`src/rtl/reg_dst_scoreboard.sv`:
```
// ---------------------------------------------------------------------------
// reg_dst_scoreboard
//   Issue-stage hazard controller. Selects the destination register field of
//   the decoded instruction, tracks outstanding register writes in a 64-entry
//   pending scoreboard, and stalls issue on RAW/WAW hazards or when the
//   outstanding-write limit is reached. Writebacks retire entries.
//
// Ports
//   Clock_i, Reset_i      rising-edge clock, synchronous active-high reset
//   Issue_Valid_i         decoded instruction presented this cycle
//   Src_A_i, Src_B_i      source registers; Use_Src_B_i qualifies Src_B
//   Reg_20_15_i/14_09_i   candidate destination fields, picked by Reg_Dest_i
//   Reg_Write_i           instruction writes a register
//   WB_Valid_i/Register_i writeback retiring a write this cycle
//   Issue_Stall_o         combinational: hold the instruction
//   Issue_Accept_o        combinational: Issue_Valid & ~Issue_Stall
//   Write_Register_o      destination of the last accepted writing instruction
//   Pending_Count_o       number of outstanding writes
//   Busy_o                Pending_Count != 0
//   WB_Error_o            sticky: writeback to a non-pending register seen
// ---------------------------------------------------------------------------
module reg_dst_scoreboard #(
  parameter int MAX_PENDING    = 4,
  parameter int ZERO_HARDWIRED = 1,
  localparam int CNT_W         = $clog2(MAX_PENDING + 1)
) (
  input  logic             Clock_i,
  input  logic             Reset_i,
  input  logic             Issue_Valid_i,
  input  logic [5:0]       Src_A_i,
  input  logic [5:0]       Src_B_i,
  input  logic             Use_Src_B_i,
  input  logic [5:0]       Reg_20_15_i,
  input  logic [5:0]       Reg_14_09_i,
  input  logic             Reg_Dest_i,
  input  logic             Reg_Write_i,
  input  logic             WB_Valid_i,
  input  logic [5:0]       WB_Register_i,
  output logic             Issue_Stall_o,
  output logic             Issue_Accept_o,
  output logic [5:0]       Write_Register_o,
  output logic [CNT_W-1:0] Pending_Count_o,
  output logic             Busy_o,
  output logic             WB_Error_o
);

  logic [63:0]      pend_q, pend_d, eff;
  logic [CNT_W-1:0] cnt_q, cnt_d, cnt_ret;
  logic [5:0]       wreg_q, wreg_d;
  logic             err_q, err_d;

  logic [5:0] dest;
  logic       wb_zero, wb_hit, wb_miss;
  logic       raw_a, raw_b, waw, full, set_dest;

  // Register 0 is invisible to the scoreboard when hardwired.
  function automatic logic is_zero(input logic [5:0] r);
    return (ZERO_HARDWIRED != 0) && (r == 6'd0);
  endfunction

  assign dest    = Reg_Dest_i ? Reg_20_15_i : Reg_14_09_i;

  assign wb_zero = is_zero(WB_Register_i);
  assign wb_hit  = WB_Valid_i & ~wb_zero &  pend_q[WB_Register_i];
  assign wb_miss = WB_Valid_i & ~wb_zero & ~pend_q[WB_Register_i];

  // Same-cycle writeback bypass: the retiring register is already free for
  // hazard checks, and its slot already counts as released.
  assign eff     = pend_q & ~(64'(wb_hit) << WB_Register_i);
  assign cnt_ret = cnt_q - CNT_W'(wb_hit);

  assign raw_a = eff[Src_A_i] & ~is_zero(Src_A_i);
  assign raw_b = Use_Src_B_i & eff[Src_B_i] & ~is_zero(Src_B_i);
  assign waw   = Reg_Write_i & eff[dest] & ~is_zero(dest);
  assign full  = Reg_Write_i & (cnt_ret == CNT_W'(MAX_PENDING));

  assign Issue_Stall_o  = Issue_Valid_i & (raw_a | raw_b | waw | full);
  assign Issue_Accept_o = Issue_Valid_i & ~Issue_Stall_o;

  // A write to hardwired r0 issues but leaves no trace in the scoreboard.
  assign set_dest = Issue_Accept_o & Reg_Write_i & ~is_zero(dest);

  // Issue is applied after the retire, so a register retired and re-issued
  // in the same cycle ends up pending with the count unchanged.
  always_comb begin
    pend_d = eff;
    cnt_d  = cnt_ret;
    wreg_d = wreg_q;
    err_d  = err_q | wb_miss;
    if (set_dest) begin
      pend_d = eff | (64'd1 << dest);
      cnt_d  = cnt_ret + CNT_W'(1);
      wreg_d = dest;
    end
  end

  always_ff @(posedge Clock_i) begin
    if (Reset_i) begin
      pend_q <= '0;
      cnt_q  <= '0;
      wreg_q <= '0;
      err_q  <= 1'b0;
    end else begin
      pend_q <= pend_d;
      cnt_q  <= cnt_d;
      wreg_q <= wreg_d;
      err_q  <= err_d;
    end
  end

  assign Write_Register_o = wreg_q;
  assign Pending_Count_o  = cnt_q;
  assign Busy_o           = (cnt_q != '0);
  assign WB_Error_o       = err_q;

endmodule

```
`config.mk`:
```
export PLATFORM = sky130hd
export DESIGN_NAME = reg_dst_scoreboard
export DESIGN_NICKNAME = d
export VERILOG_FILES = /design/src/rtl/reg_dst_scoreboard.sv
export SDC_FILE = /design/constraint.sdc
export NUM_CORES = 1
export LEC_CHECK = 0
export ABC_AREA = 1
export BUFFER_PORTS_ARGS = -buffer_cell sky130_fd_sc_hd__clkbuf_2
export CORE_ASPECT_RATIO = 2
export CORE_MARGIN = 1.5
export CORE_UTILIZATION = 37
export CTS_BUF_LIST = sky130_fd_sc_hd__clkbuf_4
export DETAILED_ROUTE_END_ITERATION = 7
export SLEW_MARGIN = 0
export SYNTH_ARGS = -nofsm -noshare
export SYNTH_HDL_FRONTEND = slang
export SYNTH_SLANG_ARGS = --single-unit
```
`constraint.sdc`:
```
create_clock -name Clock_i -period 11.4 [get_ports Clock_i]
set_input_delay 3.42 -clock Clock_i [delete_from_list [all_inputs] [get_ports Clock_i]]
set_output_delay 3.42 -clock Clock_i [all_outputs]
set_load 0.005 [all_outputs]
```
==> out/metrics.yaml <==
detailed_routing:
  route.detailed.wl_per_inst_um: 24.7
  ant_nets: 0
  routed-via-count: 9263
  drc: 0
  dr.pass1.iters: 6
  vias_per_cell: 6.26
  drt_iter0_markers: 1104
  drt-total-wl_um: 36500
yosys:
  yosysSeqAreaShare_pct: 21.4
  synthesis.nets: 1293
  netlist-cell-type-count: 31
  synth_area_um2: 6930
  avgSynthCellArea_um2: 5.53
  netlist_instances: 1252
  yosys_warnings: 0
  ys_seq_elements: 74
timing:
  skew_ns: 0.0253
  hold_viol_final: 0
  worstMarginPinSlew_ns: 0.967
  max-slew-margin-rel_pct: 35.5
  slew_viol_final: 0
  final.min_clock_period_ns: 10.43
  fin_tns_setup_ns: 0
  fin_crit_sh_pct: 91.5
  setup_viol_count_final: 0
  rsz0062_at_grt: "false"
  worst_slack_ns: 0.972
  fmax_ghz: 0.0959
placement:
  pre_cts_ws_ns: 1.11
  gp_congestion: 1.11
  hpwl_um: 25500
  io_buffers: 49
power_and_ir_drop:
  irDropWorstVdd_mv: 0.0786
  p_leak_nw: 3.08
  power_density_nw_per_um2: 94.2
  finalPower_w: 0.000696
outcome:
  status: "completed"
floorplan:
  start_util_pct: 37.8
  dieArea_um2: 19600
  fp.coreArea_um2: 18300
  die_x_um: 99.7
  fp-row-count: 70
  dieHeight_um: 196
  io_pins: 50
grt:
  grt_pass1_wl_um: 54200
  grt_util_all_layers_pct: 37.7
  grt-ovfl-total: 0
  antenna_found_initial: 1
  grt_pass1_vias: 8912
  grt_max_degree: 72
setup_path:
  start_kind: "input pin"
  critPathArrivalTime_ns: 7.01
  cp_slowest_cell: "buf_4"
  critical_path_class: "in -> out"
  cpMostUsedCell: "nand2_1"
  cpPeakStageDelay_ns: 0.45
  required_ns: 7.98
  crit_family: "simple AND/OR/NAND/NOR gates"
  timing.critical_path.buf_inv: 4
  cp-end-kind: "output port"
  path_max_fanout: 48
layout:
  final_nets: 1298
  most-common-layout-cells: "nand2_1 (341), nand3_1 (179), nor2_1 (157)"
  final_common_cell: "nand2_1"
  layout-drive-gt1-share_pct: 9.90
  area_growth_syn_to_layout_pct: 6.63
clocking:
  cts_max_level: 3
  hold_buffers: 0
  cts_resized: 0
  cts_setup_buffers: 0
  insertion_delay_ns: 0.49
  cts_tree: "done"
  clkTransAtPathRegs_ns: 0.16
  clock-root-buffer: "clkbuf_4"
  cts_num_sinks: 74
  cts_max_path_buffers: 2
  cts_buffers: 9
min_path:
  hp-class: "reg -> reg"
flow_run:
  maxCapViolCount: 0
==> cell usage after synthesis <==
library cell	number	area, um^2
o21ai_1	6	30.0
buf_2	24	120
inv_2	2	7.51
nand2_2	1	6.26
dfxtp_1	74	1480
or2_2	5	31.3
a21boi_0	1	7.51
xor2_1	2	17.5
buf_8	1	15.0
buf_4	5	37.5
nand4_4	2	42.5
nand3_2	2	20.0
o22ai_1	2	12.5
buf_1	14	52.6
ha_1	4	50.1
o211ai_2	1	12.5
clkinv_1	8	30.0
clkbuf_1	37	139
nor2_1	158	593
nand4_1	105	657
nand3_1	179	896
inv_1	109	409
a21oi_1	111	556
nor3_1	1	5.00
nor2_2	4	25.0
buf_6	9	101
o21ai_0	25	125
nand3b_1	4	30.0
nor2_4	6	67.6
o211ai_1	9	67.6
nand2_1	341	1280
==> layout make-up <==
cell class              instances  area, um^2
diodes                          1        2.50
clock buffers                   9        67.6
clock inverters                 7        70.1
fillers                      2092       10900
inverters                     119         447
multi-input cells             969        4540
flip-flops and latches         74        1480
well taps                     216         270
repair buffers                 84         508
==> through the flow <==
stage	cell area (um^2)	std cells	hold slack [ns]	utilization, %
after floorplan	6930	1252	0.436	-
after global placement	7240	1462	0.462	39.6
after detailed placement	7240	1462	0.462	39.6
after CTS	7380	1478	0.498	40.3
after global routing	7380	1479	0.542	40.3
final	7380	1479	0.492	40.3
==> routing by layer <==
metal	up-vias	part of all wire, %	GRT usage [%]
li1	4162	-	-
met1	4209	34	41.4
met2	648	47	61.3
met3	244	8.7	5.85
met4	0	10	33.8
met5	-	0	0
==> worst paths after layout <==
check              startpoint             end  slack [ns]  depth (start not counted)
max          WB_Register_i[0]  Issue_Accept_o        0.97                         27
min                WB_Error_o      WB_Error_o        0.49                          2
min reg2reg        WB_Error_o      WB_Error_o        0.49                          2
max reg2reg        pend_q[49]      pend_q[60]        6.88                         27
==> kinds of logic after synthesis <==
| logic type | synth area share, % |
|---|---|
| AO/OA/AOI/OAI | 11.7 |
| XOR/XNOR | 0.253 |
| buffers and inverters | 13.2 |
| adder cells (fa/ha/maj) | 0.723 |
| flip-flops | 21.4 |
| AND/OR/NAND/NOR | 52.8 |
==> sequential cells by signal, summed over array words and instances (netlist names) <==
signal and flops:
Pending_Count_o 3, WB_Error_o 1, Write_Register_o 6, pend_q 64
==> worst reg2reg max path: stages (launching register included) <==
cell	delay [ns]
dfxtp_1	0.52
inv_1	0.07
nand2_1	0.06
nand3_1	0.08
nand3_1	0.09
nand3_1	0.10
nand3_1	0.10
nand2_1	0.09
nor2_4	0.23
nand3_2	0.18
nor2_4	0.33
nand4_1	0.13
nand2_1	0.20
nand2_1	0.08
nand2_1	0.07
inv_1	0.03
nand3_1	0.07
nand2_1	0.13
nand2_1	0.10
nand3_1	0.15
nand2_1	0.10
nor2_1	0.05
nor2_1	0.09
nor2_1	0.08
nor2_4	0.08
buf_4	0.62
nand4_1	0.41
a21oi_1	0.21
==> report_power, final <==
| part | internal (W) | switching (W) |
|---|---|---|
| logic | 0.0000624 | 0.000183 |
| registers | 0.000263 | 0.00000322 |
| clock network | 0.0000658 | 0.000119 |
| total | 0.000392 | 0.000304 |
Note: power is estimated with default switching activity, not from simulation.
